[src/rtl/axi4_lite_read_protocol_monitor.sv]
// Passive AXI4-Lite read-channel checker: handshake stability, ready timeouts,
// in-order response latency over several outstanding reads, plus coverage pulses.
module axi4_lite_read_protocol_monitor #(
    parameter int ADDR_WIDTH                = 32,
    parameter int DATA_WIDTH                = 32,
    parameter int MAX_DELAY_READY           = 16,
    parameter int MAX_DELAY_RVALID          = 10,
    parameter int MAX_OUTSTANDING           = 4,
    parameter int DELAY_FOR_SECOND_TRANSFER = 16,
    parameter int CNT_WIDTH                 = 16
) (
    input  logic                               aclk,
    input  logic                               areset,
    input  logic                               arvalid,
    input  logic                               arready,
    input  logic [ADDR_WIDTH-1:0]              araddr,
    input  logic [2:0]                         arprot,
    input  logic                               rvalid,
    input  logic                               rready,
    input  logic [DATA_WIDTH-1:0]              rdata,
    input  logic [1:0]                         rresp,
    output logic [6:0]                         err_pulse,
    output logic [6:0]                         err_sticky,
    output logic [2:0]                         first_err,
    output logic [$clog2(MAX_OUTSTANDING):0]   outstanding,
    output logic [CNT_WIDTH-1:0]               ar_count,
    output logic [CNT_WIDTH-1:0]               r_count,
    output logic                               cov_b2b,
    output logic                               cov_slverr
);

    localparam int OUT_W  = $clog2(MAX_OUTSTANDING) + 1;
    localparam int AGE_W  = $clog2(MAX_DELAY_RVALID + 2);
    localparam int WAIT_W = $clog2(MAX_DELAY_READY + 2);
    localparam int GAP_W  = $clog2(DELAY_FOR_SECOND_TRANSFER + 2);

    localparam logic [AGE_W-1:0]     AGE_SAT  = AGE_W'(MAX_DELAY_RVALID + 1);
    localparam logic [AGE_W-1:0]     AGE_LIM  = AGE_W'(MAX_DELAY_RVALID);
    localparam logic [AGE_W-1:0]     AGE_ONE  = AGE_W'(1);
    localparam logic [WAIT_W-1:0]    WAIT_SAT = WAIT_W'(MAX_DELAY_READY + 1);
    localparam logic [WAIT_W-1:0]    WAIT_LIM = WAIT_W'(MAX_DELAY_READY);
    localparam logic [WAIT_W-1:0]    WAIT_ONE = WAIT_W'(1);
    localparam logic [GAP_W-1:0]     GAP_SAT  = GAP_W'(DELAY_FOR_SECOND_TRANSFER + 1);
    localparam logic [GAP_W-1:0]     GAP_LIM  = GAP_W'(DELAY_FOR_SECOND_TRANSFER);
    localparam logic [GAP_W-1:0]     GAP_ONE  = GAP_W'(1);
    localparam logic [OUT_W-1:0]     OUT_FULL = OUT_W'(MAX_OUTSTANDING);
    localparam logic [OUT_W-1:0]     OUT_ONE  = OUT_W'(1);
    localparam logic [CNT_WIDTH-1:0] CNT_ONE  = CNT_WIDTH'(1);

    // A transfer happens on any edge where VALID and READY are both high;
    // VALID must then stay high with stable payload until READY arrives.
    logic ar_hs, r_hs, ar_stall, r_stall;
    assign ar_hs    = arvalid && arready;
    assign r_hs     = rvalid && rready;
    assign ar_stall = arvalid && !arready;
    assign r_stall  = rvalid && !rready;

    logic                  ar_pend_q, r_pend_q;
    logic [ADDR_WIDTH-1:0] araddr_q;
    logic [2:0]            arprot_q;
    logic [DATA_WIDTH-1:0] rdata_q;
    logic [1:0]            rresp_q;
    logic [WAIT_W-1:0]     ar_wait_q, r_wait_q;
    logic [GAP_W-1:0]      gap_q;
    logic                  prior_q;

    // Age FIFO: slot 0 is the oldest, slots [0, count_q) are valid.
    logic [AGE_W-1:0]           age_q [MAX_OUTSTANDING];
    logic [AGE_W-1:0]           age_d [MAX_OUTSTANDING];
    logic [MAX_OUTSTANDING-1:0] flag_q, flag_d;
    logic [OUT_W-1:0]           count_q, count_d, cnt_after;

    logic       lat_hit, pop, push, full_drop;
    logic [6:0] err_d;
    logic [2:0] first_d;

    always_comb begin
        lat_hit   = (count_q != '0) && !flag_q[0] && (age_q[0] >= AGE_LIM);
        pop       = r_hs && (count_q != '0);
        full_drop = ar_hs && (count_q == OUT_FULL) && !pop;
        push      = ar_hs && !full_drop;

        err_d    = '0;
        err_d[0] = ar_pend_q && (!arvalid || (araddr != araddr_q) || (arprot != arprot_q));
        err_d[1] = r_pend_q && (!rvalid || (rdata != rdata_q) || (rresp != rresp_q));
        err_d[2] = ar_stall && (ar_wait_q == WAIT_LIM);
        err_d[3] = r_stall && (r_wait_q == WAIT_LIM);
        err_d[4] = lat_hit;
        err_d[5] = r_hs && (count_q == '0);
        err_d[6] = full_drop;

        first_d = '0;
        for (int i = 6; i >= 0; i--) begin
            if (err_d[i]) first_d = 3'(i);
        end
    end

    always_comb begin
        age_d  = age_q;
        flag_d = flag_q;
        for (int i = 0; i < MAX_OUTSTANDING; i++) begin
            if ((OUT_W'(i) < count_q) && (age_q[i] != AGE_SAT)) age_d[i] = age_q[i] + AGE_ONE;
        end
        if (lat_hit) flag_d[0] = 1'b1;
        cnt_after = count_q;
        if (pop) begin
            for (int i = 0; i < MAX_OUTSTANDING - 1; i++) begin
                age_d[i]  = age_d[i+1];
                flag_d[i] = flag_d[i+1];
            end
            age_d[MAX_OUTSTANDING-1]  = '0;
            flag_d[MAX_OUTSTANDING-1] = 1'b0;
            cnt_after = count_q - OUT_ONE;
        end
        if (push) begin
            for (int i = 0; i < MAX_OUTSTANDING; i++) begin
                if (OUT_W'(i) == cnt_after) begin
                    age_d[i]  = '0;
                    flag_d[i] = 1'b0;
                end
            end
        end
        count_d = push ? cnt_after + OUT_ONE : cnt_after;
    end

    always_ff @(posedge aclk) begin
        if (areset) begin
            ar_pend_q   <= 1'b0;
            r_pend_q    <= 1'b0;
            araddr_q    <= '0;
            arprot_q    <= '0;
            rdata_q     <= '0;
            rresp_q     <= '0;
            ar_wait_q   <= '0;
            r_wait_q    <= '0;
            gap_q       <= '0;
            prior_q     <= 1'b0;
            flag_q      <= '0;
            count_q     <= '0;
            for (int i = 0; i < MAX_OUTSTANDING; i++) age_q[i] <= '0;
            err_pulse   <= '0;
            err_sticky  <= '0;
            first_err   <= '0;
            outstanding <= '0;
            ar_count    <= '0;
            r_count     <= '0;
            cov_b2b     <= 1'b0;
            cov_slverr  <= 1'b0;
        end else begin
            ar_pend_q <= ar_stall;
            r_pend_q  <= r_stall;
            araddr_q  <= araddr;
            arprot_q  <= arprot;
            rdata_q   <= rdata;
            rresp_q   <= rresp;

            // Wait counters park at limit+1 so each stall flags only once.
            if (!ar_stall)                ar_wait_q <= '0;
            else if (ar_wait_q != WAIT_SAT) ar_wait_q <= ar_wait_q + WAIT_ONE;
            if (!r_stall)                 r_wait_q <= '0;
            else if (r_wait_q != WAIT_SAT)  r_wait_q <= r_wait_q + WAIT_ONE;

            // gap_q reads k on the edge k cycles after the last AR transfer.
            if (ar_hs)                 gap_q <= GAP_ONE;
            else if (gap_q != GAP_SAT) gap_q <= gap_q + GAP_ONE;
            if (ar_hs) prior_q <= 1'b1;

            age_q   <= age_d;
            flag_q  <= flag_d;
            count_q <= count_d;

            err_pulse  <= err_d;
            err_sticky <= err_sticky | err_d;
            if ((err_sticky == '0) && (err_d != '0)) first_err <= first_d;

            outstanding <= count_d;
            if (ar_hs) ar_count <= ar_count + CNT_ONE;
            if (r_hs)  r_count  <= r_count + CNT_ONE;
            cov_b2b    <= ar_hs && prior_q && (gap_q <= GAP_LIM);
            cov_slverr <= r_hs && rresp[1];
        end
    end

endmodule

[config.mk]
export PLATFORM = sky130hd
export DESIGN_NAME = axi4_lite_read_protocol_monitor
export DESIGN_NICKNAME = d
export VERILOG_FILES = /design/src/rtl/axi4_lite_read_protocol_monitor.sv
export SDC_FILE = /design/constraint.sdc
export NUM_CORES = 1
export LEC_CHECK = 0
export BUFFER_PORTS_ARGS = -buffer_cell sky130_fd_sc_hd__buf_2
export CORE_ASPECT_RATIO = 0.8
export CORE_MARGIN = 4
export CORE_UTILIZATION = 40
export CTS_CLUSTER_SIZE = 8
export DETAILED_ROUTE_END_ITERATION = 8
export SLEW_MARGIN = 20
export SYNTH_ARGS = -nofsm -noshare
export SYNTH_HDL_FRONTEND = slang
export SYNTH_SLANG_ARGS = --single-unit
[constraint.sdc]
create_clock -name aclk -period 3.1 [get_ports aclk]
set_input_delay 0.31 -clock aclk [delete_from_list [all_inputs] [get_ports aclk]]
set_output_delay 0.31 -clock aclk [all_outputs]
set_load 0.01 [all_outputs]
==> results of run 1 <==
## stage by stage
stage / utilization / hold slack (ns) / instance area (um^2) / std cells
after global routing: 0.4943 / 0.1169 / 8182 / 1068
after global placement: 0.4597 / 0.4166 / 7610 / 1037
after detailed placement: 0.4597 / 0.4247 / 7610 / 1037
after CTS: 0.4943 / 0.1112 / 8182 / 1068
final: 0.4943 / 0.1228 / 8182 / 1068
after floorplan: - / 0.4086 / 6733 / 705
## layout make-up
type,instances,area [um^2],share of cell area
clock buffer,21,460.4,0.05628
clock inverter,10,111.4,0.01361
inverter,22,82.58,0.01009
multi-input combinational,502,3343,0.4086
sequential,161,3223,0.3939
tap,220,275.3,0.03364
timing repair buffer,132,685.7,0.08380
## flip-flops by register name, indices dropped and copies added, names as in the netlist
name,count
r_count,16
first_err,3
r_wait_q,5
cov_slverr,1
count_q,3
age_q,16
arprot_q,3
rresp_q,2
gap_q,5
flag_q,4
ar_pend_q,1
err_pulse,7
r_pend_q,1
ar_wait_q,5
cov_b2b,1
ar_count,16
rdata_q,32
err_sticky,7
araddr_q,32
prior_q,1
## logic make-up (layout without fill, tap and decap cells)
family | after synthesis | after routing | share of synthesized area
flops | 161 | 161 | 0.4787
compound gates | 61 | 61 | 0.06114
buf+inv | 42 | 185 | 0.02472
xor+xnor | 117 | 117 | 0.1522
fa+ha+maj | 23 | 23 | 0.04274
simple gates | 294 | 294 | 0.2291
mux | 7 | 7 | 0.01134
## layout by cell type (no fill, tap or decap), types with 4 or more instances in the layout
cell,instances
nor2_1,75
buf_2,127
nor4_1,16
ha_1,23
buf_4,4
xnor2_1,26
nand2_1,41
nand4_1,14
nor2b_1,75
clkbuf_16,17
xor2_1,91
and2_1,7
a211oi_1,11
inv_1,22
and3_1,7
nor3_1,14
mux2i_1,5
nand3_1,21
and4_1,4
or3_1,6
a21oi_1,23
dfxtp_1,161
clkinv_2,4
o21ai_0,10
## path summary, 6_finish.rpt
kind,endpoint,slack (ns)
setup / recovery,age_q[9],0.57
hold / removal,araddr_q[31],0.12
setup reg to reg,age_q[9],0.57
hold reg to reg,flag_q[3],0.43
## Yosys cell counts, types with 2 or more instances
cell,count,area share
a211oi_1,11,0.012
a21o_1,3,0.0033
a21oi_1,23,0.017
a31oi_1,2,0.0019
and2_1,7,0.0065
and3_1,7,0.0065
and4_1,4,0.0052
buf_1,3,0.0017
buf_2,4,0.0030
clkbuf_1,12,0.0067
dfxtp_1,161,0.48
ha_1,23,0.043
inv_1,22,0.012
mux2i_1,5,0.0074
nand2_1,41,0.023
nand2b_1,3,0.0028
nand3_1,21,0.016
nand4_1,14,0.013
nand4b_1,2,0.0026
nor2_1,75,0.042
nor2b_1,75,0.070
nor3_1,14,0.010
nor3b_1,2,0.0022
nor4_1,16,0.015
o21ai_0,10,0.0074
o22ai_1,2,0.0019
or3_1,6,0.0056
xnor2_1,26,0.034
xor2_1,91,0.12
## power groups by stage
stage               clock [mW]  combinational [mW]  sequential, mW
floorplan                    0               0.440            2.31
global placement             0               0.635            2.32
detailed placement           0               0.634            2.32
CTS                       2.09               0.641            2.28
global route              2.18               0.725            2.30
finish                    2.03               0.633            2.28
## layer usage
layer | wire (um) | up-vias
li1 | - | 2611
met1 | 7014 | 2268
met3 | 520 | 14
met2 | 6548 | 71
met5 | 0 | -
met4 | 176 | 0
## worst reg2reg max path, stage by stage (launching register included)
cell      delay [ns]
dfxtp_1         0.48
inv_1           0.11
ha_1            0.25
nor2b_1         0.19
nand2b_1        0.21
buf_4           0.21
o21ai_1         0.27
inv_1           0.11
ha_1            0.19
a21o_2          0.22
a211oi_1        0.21
==> out/qor.csv, run 1 <==
stage,metric,value,unit
power_and_ir_drop,Sw Ratio,0.2538,
setup_path,crit path from,count_q[1],
yosys,Synth warnings,0,
floorplan,Top Ports,129,
setup_path,critical-path cell with the highest stage delay,dfxtp_1,
min_path,Hold WC Path Type,input pin to flip-flop,
grt,largest net degree at the start of global routing,77,
power_and_ir_drop,peak supply drop,0.4219,mV
yosys,number of synthesized register bits,161,
grt,vias in the first global route,4626,
yosys,post-synth net total,803,
cells_and_area,nets,934,
timing,final worst slack,0.5671,ns
yosys,syn_area_per_cell,9.550,um^2
setup_path,critical path class,flip-flop to flip-flop,
clocking,root buf cell,clkbuf_16,
timing,worst rel slew slack,0.5542,
route,DRT Pass-1 Iters,4,
placed_design,IO Port Bufs,128,
setup_path,Register-to-Register Path Depth,10,
setup_path,CP top delay family,compound AO/OA/AOI/OAI gates,
setup_path,WP data required,3.42,ns
grt,initial antenna violation count,0,
floorplan,starting density of the core,0.4067,
yosys,ys async rst share,0,
timing,Worst Max-Slew Pin Slew,0.6625,ns
power_and_ir_drop,clock share of power,0.411,
floorplan,Die H,124.0,um
clocking,clk slew on worst S/H paths,0.06,ns
yosys,Post-Syn Instances,705,
power_and_ir_drop,total power,4.946,mW
placed_design,Detailed Place HPWL,10500,um
yosys,Post-Synthesis Cell Area,6733,um^2
clocking,clk_lat worst skew,0.42,ns
yosys,"Seq/Total Area, Yosys",0.4787,
cells_and_area,Fillers,1624,
clocking,H-tree levels,4,
timing,Tmin final,2.533,ns
cells_and_area,ant diodes,0,
grt,gr busiest metal,met2,
cells_and_area,Syn-to-layout area delta,21.52,%
power_and_ir_drop,power density over the cells,604.5,nW/um^2
route,final wirelength,14260,um
power_and_ir_drop,leakage,3.562,nW
setup_path,Crit. End Element,flip-flop,
timing,Final setup viols,0,
clocking,# resized after CTS,0,
setup_path,crit-path cells,inv_1 > ha_1 > nor2b_1 > nand2b_1 > buf_4 > o21ai_1 > inv_1 > ha_1 > a21o_2 > a211oi_1,
power_and_ir_drop,NetSw,1.255,mW
cells_and_area,layout cells sized above 1,0.2028,
min_path,Hold Path Depth,2,
power_and_ir_drop,share of total power in combinational logic,0.128,
min_path,hold_sp,araddr[31],
floorplan,Die Wd,153.1,um
timing,fin. max-slew vios,0,
setup_path,Worst Path Buf+Inv,3,
power_and_ir_drop,Reg power frac,0.461,
placed_design,GPL Wtd Cong,0.7938,
yosys,Synth cell types,49,
grt,M2 GR Usage,0.2401,
clocking,CTS tree,yes,
setup_path,CP Launch Type,flip-flop,
setup_path,CP max FO,16,
clocking,cts bufs inserted,17,
floorplan,die footprint,18980,um^2
grt,first-pass GRT wire length,23210,um
route,Routed Antenna Nets,0,
floorplan,Rows,42,
yosys,most used flip-flop cell after synthesis,dfxtp_1,
clocking,cts hold-fix bufs,0,
timing,Fin Clk Skew,0.008571,ns
placed_design,Setup WS pre-CTS,0.6381,ns
route,Vias/cell,4.648,
setup_path,RR Startpoint,count_q[1],
outcome,status,finished clean,
timing,TNS Setup,0,ns
setup_path,CP Depth,10,
timing,Final Cycle Share,0.8171,
grt,GRT Util Overall,0.1525,
yosys,Post-synth EDFFs,0,
timing,FMAX,394.8,MHz
route,DRC viols,0,
setup_path,crit-path max cell delay,0.48,ns
grt,GR Util met3,0.03682,
floorplan,Core ar.,16550,um^2
route,via count,4964,
route,wire length per cell,13.35,um
grt,met1 usage,0.2053,
power_and_ir_drop,P_int,3.690,mW
setup_path,WP data arrival,2.86,ns
clocking,clock sink count,161,
timing,RSZ-0062 raised after global routing,no,
grt,GR Overflow Total,0,
flow_run,Max Cap Viol,0,
timing,Hold Fails Final Rpt,0,
clocking,Post-CTS Setup Inserts,0,
clocking,CTS Buffer Depth,2,
route,DRT iter0 DRCs,206,
Power figures use the tool's default switching activity.
==> run 2: changes to the inputs <==
==> constraint.sdc (replaced) <==
create_clock -name aclk -period 2.5 [get_ports aclk]
set_input_delay 0.25 -clock aclk [delete_from_list [all_inputs] [get_ports aclk]]
set_output_delay 0.25 -clock aclk [all_outputs]
set_load 0.01 [all_outputs]
==> run 2 against run 1 <==
Net effect: core utilization grew 0.37 points; clock-buffer cell count is 2 higher; via count increased by 0.56%; largest power group unchanged; cell area rose by 0.75%; fmax increased by 14%; register-to-register slack got worse by 0.29 ns; first-iteration DRC count is 1.5% higher; highest routed layer unchanged; non-clock buffer count increased by 6.
==> out/qor.csv, run 2 (same netlist as run 1, synthesis figures left out) <==
stage,metric,value,unit,change
placed_design,IO Port Bufs,128,,unchanged
setup_path,WP data required,2.86,ns,was 3.42 ns
setup_path,CP Launch Type,flip-flop,,unchanged
power_and_ir_drop,Reg power frac,0.448,,was 0.461
power_and_ir_drop,share of total power in combinational logic,0.131,,was 0.128
placed_design,GPL Wtd Cong,0.7900,,was 0.7938
floorplan,starting density of the core,0.4067,,unchanged
route,DRT Pass-1 Iters,4,,unchanged
clocking,H-tree levels,4,,unchanged
min_path,Hold Path Depth,2,,unchanged
route,final wirelength,14620,um,was 14260 um
clocking,clock sink count,161,,unchanged
cells_and_area,Regs by FF count,"araddr_q (32), rdata_q (32)",,unchanged
cells_and_area,nets,940,,was 934
grt,GR Overflow Total,0,,unchanged
power_and_ir_drop,NetSw,1.574,mW,was 1.255 mW
timing,Worst Max-Slew Pin Slew,0.8469,ns,was 0.6625 ns
cells_and_area,Fillers,1644,,was 1624
route,Vias/cell,4.644,,was 4.648
route,DRC viols,0,,unchanged
timing,TNS Setup,0,ns,unchanged
floorplan,Die H,124.0,um,unchanged
setup_path,WP data arrival,2.58,ns,was 2.86 ns
timing,worst rel slew slack,0.4302,,was 0.5542
cells_and_area,"most common cell after layout, fill and taps aside",dfxtp_1,,unchanged
route,via count,4992,,was 4964
timing,Fin Clk Skew,0.008049,ns,was 0.008571 ns
power_and_ir_drop,total power,6.281,mW,was 4.946 mW
floorplan,die footprint,18980,um^2,unchanged
grt,GRT Util Overall,0.1591,,was 0.1525
clocking,cts bufs inserted,17,,unchanged
clocking,clk slew on worst S/H paths,0.06,ns,about the same
cells_and_area,Syn-to-layout area delta,22.43,%,was 21.52%
flow_run,Max Cap Viol,0,,unchanged
floorplan,Core ar.,16550,um^2,unchanged
power_and_ir_drop,P_int,4.707,mW,was 3.690 mW
clocking,clk_lat worst skew,0.42,ns,about the same
timing,Tmin final,2.219,ns,was 2.533 ns
grt,first-pass GRT wire length,23920,um,was 23210 um
clocking,cts hold-fix bufs,0,,unchanged
clocking,CTS tree,yes,,unchanged
timing,fin. max-slew vios,0,,unchanged
setup_path,Register-to-Register Path Depth,10,,unchanged
timing,Hold Fails Final Rpt,0,,unchanged
grt,vias in the first global route,4696,,was 4626
route,Top Layer Used,met4,,unchanged
outcome,status,finished clean,,unchanged
setup_path,critical path class,flip-flop to flip-flop,,unchanged
timing,Final setup viols,0,,unchanged
power_and_ir_drop,peak supply drop,0.4460,mV,was 0.4219 mV
timing,RSZ-0062 raised after global routing,no,,unchanged
timing,FMAX,450.6,MHz,was 394.8 MHz
power_and_ir_drop,leakage,3.606,nW,was 3.562 nW
timing,Final Cycle Share,0.8877,,was 0.8171
cells_and_area,ant diodes,0,,unchanged
floorplan,Rows,42,,unchanged
route,Routed Antenna Nets,0,,unchanged
route,wl on met1,7268,um,was 7014 um
setup_path,CP max FO,5,,was 16
grt,largest net degree at the start of global routing,63,,was 77
setup_path,Crit. End Element,flip-flop,,unchanged
power_and_ir_drop,clock share of power,0.421,,was 0.411
power_and_ir_drop,Sw Ratio,0.2506,,was 0.2538
timing,Hold Slack,0.05803,ns,was 0.1228 ns
cells_and_area,layout cells sized above 1,0.2082,,was 0.2028
route,wire length per cell,13.60,um,was 13.35 um
power_and_ir_drop,power density over the cells,762.0,nW/um^2,was 604.5 nW/um^2
clocking,root buf cell,clkbuf_16,,unchanged
route,met3 routed WL,513,um,was 520 um
floorplan,Die Wd,153.1,um,unchanged
route,DRT iter0 DRCs,209,,was 206
min_path,Hold WC Path Type,input pin to flip-flop,,unchanged
clocking,CTS Buffer Depth,2,,unchanged
floorplan,Top Ports,129,,unchanged
cells_and_area,most frequent cells in the layout,"161 x dfxtp_1, 127 x buf_2, 91 x xor2_1",,unchanged
grt,initial antenna violation count,0,,unchanged
route,detailed route wirelength on metal2,6717,um,was 6548 um
placed_design,Detailed Place HPWL,10590,um,was 10500 um
run 2: changes by cell type in the layout (fill, tap and decap cells not counted):
| cell | delta |
|---|---|
| buf_4 | +7 |
| clkbuf_1 | +2 |
| clkinvlp_4 | -2 |
| buf_12 | -1 |
| bufinv_16 | +1 |
| clkinv_2 | -1 |
| inv_6 | +1 |
| nor2b_1 | -1 |
| nor2b_2 | +1 |
run 2: final cells by class:
class	instances	area, um^2	share of cell area
inverter	22	82.58	0.01002
clock buffer	23	467.9	0.05677
clock inverter	9	130.1	0.01579
timing repair buffer	138	718.2	0.08713
multi-input combinational	502	3346	0.4059
tap	220	275.3	0.03339
sequential	161	3223	0.3910
run 2: timing repair:
action	4_1_cts	5_1_grt
setup endpoints to repair	0	1
buffers inserted	0	0
resized for setup	0	1
run 2: worst paths after layout:
path                  to        from  slack [ns]
min          rdata_q[28]   rdata[28]        0.06
max reg2reg     age_q[3]  count_q[0]        0.28
max             age_q[3]  count_q[0]        0.28
min reg2reg    flag_q[3]   flag_q[3]        0.43
run 2: worst max-delay path, stage by stage, from the launching register on:
cell and delay, ns:
dfxtp_1 0.41, inv_1 0.09, ha_1 0.25, nor2b_2 0.19, nand2b_1 0.18, nand2_1 0.08, o21ai_1 0.12, ha_1 0.21
ha_1 0.18, a211o_1 0.31, nor2b_1 0.12
run 2: power by group through the flow:
stage,sequential (mW),clock (mW),combinational [mW]
2_1_floorplan,2.87,0,0.546
3_3_place_gp,2.87,0,0.821
3_5_place_dp,2.87,0,0.823
4_1_cts,2.81,2.73,0.831
5_1_grt,2.83,2.84,0.947
6_report,2.81,2.65,0.821
run 2: per-layer routing:
| metal | vias up | global-route usage |
|---|---|---|
| li1 | 2623 | - |
| met5 | - | 0 |
| met3 | 8 | 0.05002 |
| met2 | 71 | 0.2461 |
| met4 | 0 | 0.05454 |
| met1 | 2290 | 0.2118 |
run 2: stage by stage:
step,area (um^2),setup slack [ns],utilization,instances
finish,8243,0.2807,0.4980,1075
global placement,7642,0.3468,0.4617,1043
floorplan,6733,0.1991,-,705
global route,8243,0.08335,0.4980,1075
detailed placement,7642,0.3044,0.4617,1043
CTS,8240,0.2607,0.4978,1075
==> run 3: changes to the inputs <==
--- a/config.mk
+++ b/config.mk
@@ -5,12 +5,14 @@
 export SDC_FILE = /design/constraint.sdc
 export NUM_CORES = 1
 export LEC_CHECK = 0
+export ABC_AREA = 1
 export BUFFER_PORTS_ARGS = -buffer_cell sky130_fd_sc_hd__buf_2
 export CORE_ASPECT_RATIO = 0.8
 export CORE_MARGIN = 4
 export CORE_UTILIZATION = 40
 export CTS_CLUSTER_SIZE = 8
 export DETAILED_ROUTE_END_ITERATION = 8
+export REMOVE_ABC_BUFFERS = 1
 export SLEW_MARGIN = 20
 export SYNTH_ARGS = -nofsm -noshare
 export SYNTH_HDL_FRONTEND = slang
==> run 3 against run 2 <==
Net effect: worst hold slack got worse by 0.0064 ns; clock-buffer cell count fell by 2; critical endpoint is now age_q[14]; synthesized cell count rose by 44%; non-clock buffer count fell by 2; worst setup slack got worse by 0.079 ns; global-route usage rose by 0.39 points; area after synthesis rose by 7.4%; wire length rose by 11%; sequential share of layout area fell by 2.6 points.
==> out/qor.csv, run 3 <==
stage,metric,value,unit,change
route,DRT Pass-1 Iters,5,,was 4
yosys,Synth area leader,dfxtp_1,,unchanged
placed_design,GPL Wtd Cong,0.9090,,was 0.7900
cells_and_area,layout cells sized above 1,0.1657,,was 0.2082
placed_design,Detailed Place HPWL,12120,um,was 10590 um
yosys,leading cell type by number of instances after synthesis,nand2_1,,was dfxtp_1
clocking,root buf cell,clkbuf_16,,unchanged
timing,Fin Clk Skew,0.008422,ns,was 0.008049 ns
yosys,ys async rst share,0,,unchanged
yosys,Area contributors post-synth,"dfxtp_1 45%, nand2_1 11%, inv_1 10%",,"was dfxtp_1 48%, xor2_1 12%, nor2b_1 7.0%"
clocking,H-tree levels,4,,unchanged
setup_path,Crit. End Element,flip-flop,,unchanged
timing,Worst Max-Slew Pin Slew,0.7268,ns,was 0.8469 ns
setup_path,CP max FO,5,,unchanged
timing,Final Cycle Share,0.9193,,was 0.8877
route,via count,6213,,was 4992
cells_and_area,Fillers,1781,,was 1644
timing,FMAX,435.1,MHz,was 450.6 MHz
grt,initial antenna violation count,0,,unchanged
outcome,status,finished clean,,unchanged
clocking,clk slew on worst S/H paths,0.07,ns,was 0.06 ns
grt,GRT Util Overall,0.1630,,was 0.1591
floorplan,Top Ports,129,,unchanged
flow_run,Max Cap Viol,0,,unchanged
floorplan,die footprint,20310,um^2,was 18980 um^2
floorplan,Die Wd,158.3,um,was 153.1 um
yosys,Post-synth top cells,"213 x nand2_1, 193 x inv_1, 173 x nor2_1, 161 x dfxtp_1, 45 x a21oi_1",,"was 161 x dfxtp_1, 91 x xor2_1, 75 x nor2_1, 75 x nor2b_1, 41 x nand2_1"
setup_path,WP data arrival,2.62,ns,was 2.58 ns
yosys,"Seq/Total Area, Yosys",0.4458,,was 0.4787
timing,TNS Setup,0,ns,unchanged
cells_and_area,"non-filler cells, final",1390,,was 1075
floorplan,Die H,128.3,um,was 124.0 um
cells_and_area,nets,1250,,was 940
yosys,Yosys top cell area share,0.4458,,was 0.4787
power_and_ir_drop,peak supply drop,0.4114,mV,was 0.4460 mV
route,DRC viols,0,,unchanged
clocking,CTS Buffer Depth,2,,unchanged
yosys,Synth warnings,0,,unchanged
yosys,syn_area_per_cell,7.124,um^2,was 9.550 um^2
placed_design,Setup WS pre-CTS,0.2051,ns,was 0.3044 ns
grt,first-pass GRT wire length,26650,um,was 23920 um
cells_and_area,"most common cell after layout, fill and taps aside",nand2_1,,was dfxtp_1
grt,largest net degree at the start of global routing,55,,was 63
floorplan,starting density of the core,0.4123,,was 0.4067
route,wire length per cell,11.64,um,was 13.60 um
clocking,clk_lat worst skew,0.42,ns,about the same
cells_and_area,fin area,8828,um^2,was 8243 um^2
floorplan,Rows,43,,was 42
yosys,number of synthesized register bits,161,,unchanged
yosys,Post-Synthesis Cell Area,7231,um^2,was 6733 um^2
grt,vias in the first global route,5549,,was 4696
timing,Hold Slack,0.05168,ns,was 0.05803 ns
setup_path,WP data required,2.82,ns,was 2.86 ns
timing,Final setup viols,0,,unchanged
setup_path,critical path class,flip-flop to flip-flop,,unchanged
placed_design,placed cells,1358,,was 1043
placed_design,IO Port Bufs,128,,unchanged
timing,Tmin final,2.298,ns,was 2.219 ns
cells_and_area,Regs by FF count,"araddr_q (32), rdata_q (32)",,unchanged
timing,Hold Fails Final Rpt,0,,unchanged
cells_and_area,most frequent cells in the layout,"213 x nand2_1, 193 x inv_1, 173 x nor2_1",,"was 161 x dfxtp_1, 127 x buf_2, 91 x xor2_1"
power_and_ir_drop,leakage,4.365,nW,was 3.606 nW
cells_and_area,Util after Layout,0.5034,,was 0.4980
route,Routed Antenna Nets,0,,unchanged
setup_path,CP Launch Type,flip-flop,,unchanged
timing,worst rel slew slack,0.5110,,was 0.4302
timing,RSZ-0062 raised after global routing,no,,unchanged
timing,fin. max-slew vios,0,,unchanged
cells_and_area,ant diodes,0,,unchanged
route,DRT iter0 DRCs,367,,was 209
route,Vias/cell,4.470,,was 4.644
timing,final worst slack,0.2017,ns,was 0.2807 ns
yosys,Post-synth EDFFs,0,,unchanged
clocking,clock sink count,161,,unchanged
power_and_ir_drop,power density over the cells,731.6,nW/um^2,was 762.0 nW/um^2
yosys,Post-Syn Instances,1015,,was 705
clocking,cts bufs inserted,17,,unchanged
cells_and_area,Syn-to-layout area delta,22.10,%,was 22.43%
placed_design,Post-DP Area,8144,um^2,was 7642 um^2
min_path,Hold WC Path Type,input pin to flip-flop,,unchanged
route,final wirelength,16180,um,was 14620 um
grt,GR Overflow Total,0,,unchanged
power_and_ir_drop,total power,6.459,mW,was 6.281 mW
yosys,Synth cell types,36,,was 49
clocking,CTS tree,yes,,unchanged
yosys,most used flip-flop cell after synthesis,dfxtp_1,,unchanged
floorplan,Core ar.,17540,um^2,was 16550 um^2
run 3: changes by cell type after synthesis, sizes merged, moves of 15 or more:
cell,change
o21ai,+29
a21oi,+21
xor2,-76
nand3,+15
nor2b,-75
nor2,+102
nand2,+177
inv,+171
run 3: repair_timing:
item / in CTS / in global routing
gates resized for setup: 0 / 1
buffers inserted: 0 / 0
hold endpoints to repair: 0 / 0
endpoints found under the setup margin: 0 / 3
hold buffers: 0 / 0
run 3: critical path: stages (launching register included):
cell	delay, ns
dfxtp_1	0.38
inv_1	0.10
ha_1	0.22
nand2_1	0.12
inv_1	0.05
nor2_1	0.23
xor2_1	0.34
inv_1	0.12
ha_1	0.21
nand3_1	0.08
nand2_1	0.13
a221oi_1	0.24
run 3: per-layer routing:
layer / vias up / share of wire / track usage
met3: 16 / 0.048 / 0.04151
li1: 3378 / - / -
met1: 2714 / 0.53 / 0.2423
met2: 105 / 0.41 / 0.2324
met5: - / 0 / 0
met4: 0 / 0.012 / 0.04614
run 3: cell type report:
type / instances / area (um^2) / area share
timing repair buffer: 136 / 703.2 / 0.07965
clock buffer: 21 / 480.5 / 0.05442
multi-input combinational: 641 / 3206 / 0.3631
sequential: 161 / 3223 / 0.3651
inverter: 195 / 734.5 / 0.08319
clock inverter: 11 / 200.2 / 0.02268
tap: 225 / 281.5 / 0.03189
run 3: final timing paths:
check | from | end | slack, ns | depth (start not counted)
max reg2reg | count_q[0] | age_q[14] | 0.20 | 11
max | count_q[0] | age_q[14] | 0.20 | 11
min reg2reg | flag_q[3] | flag_q[3] | 0.45 | 2
min | rdata[8] | rdata_q[8] | 0.05 | 3
run 3: cell families (layout without fill, tap and decap cells):
group / count (synthesis) / in the layout / synth area share
AOI/OAI and AO/OA: 104 / 104 / 0.07856
adders and majority gates: 23 / 23 / 0.03980
DFF: 161 / 161 / 0.4458
xor gates and xnor gates: 38 / 38 / 0.04603
buffers and inverters: 213 / 363 / 0.1114
and+or+nand+nor: 476 / 476 / 0.2784
run 3: power by group:
part / total (mW) / internal, mW / switching (mW) / leakage (nW)
clock: 2.95 / 1.89 / 1.06 / 0.331
combinational: 0.721 / 0.281 / 0.440 / 2.71
sequential: 2.78 / 2.70 / 0.0864 / 1.32
total: 6.46 / 4.87 / 1.59 / 4.37
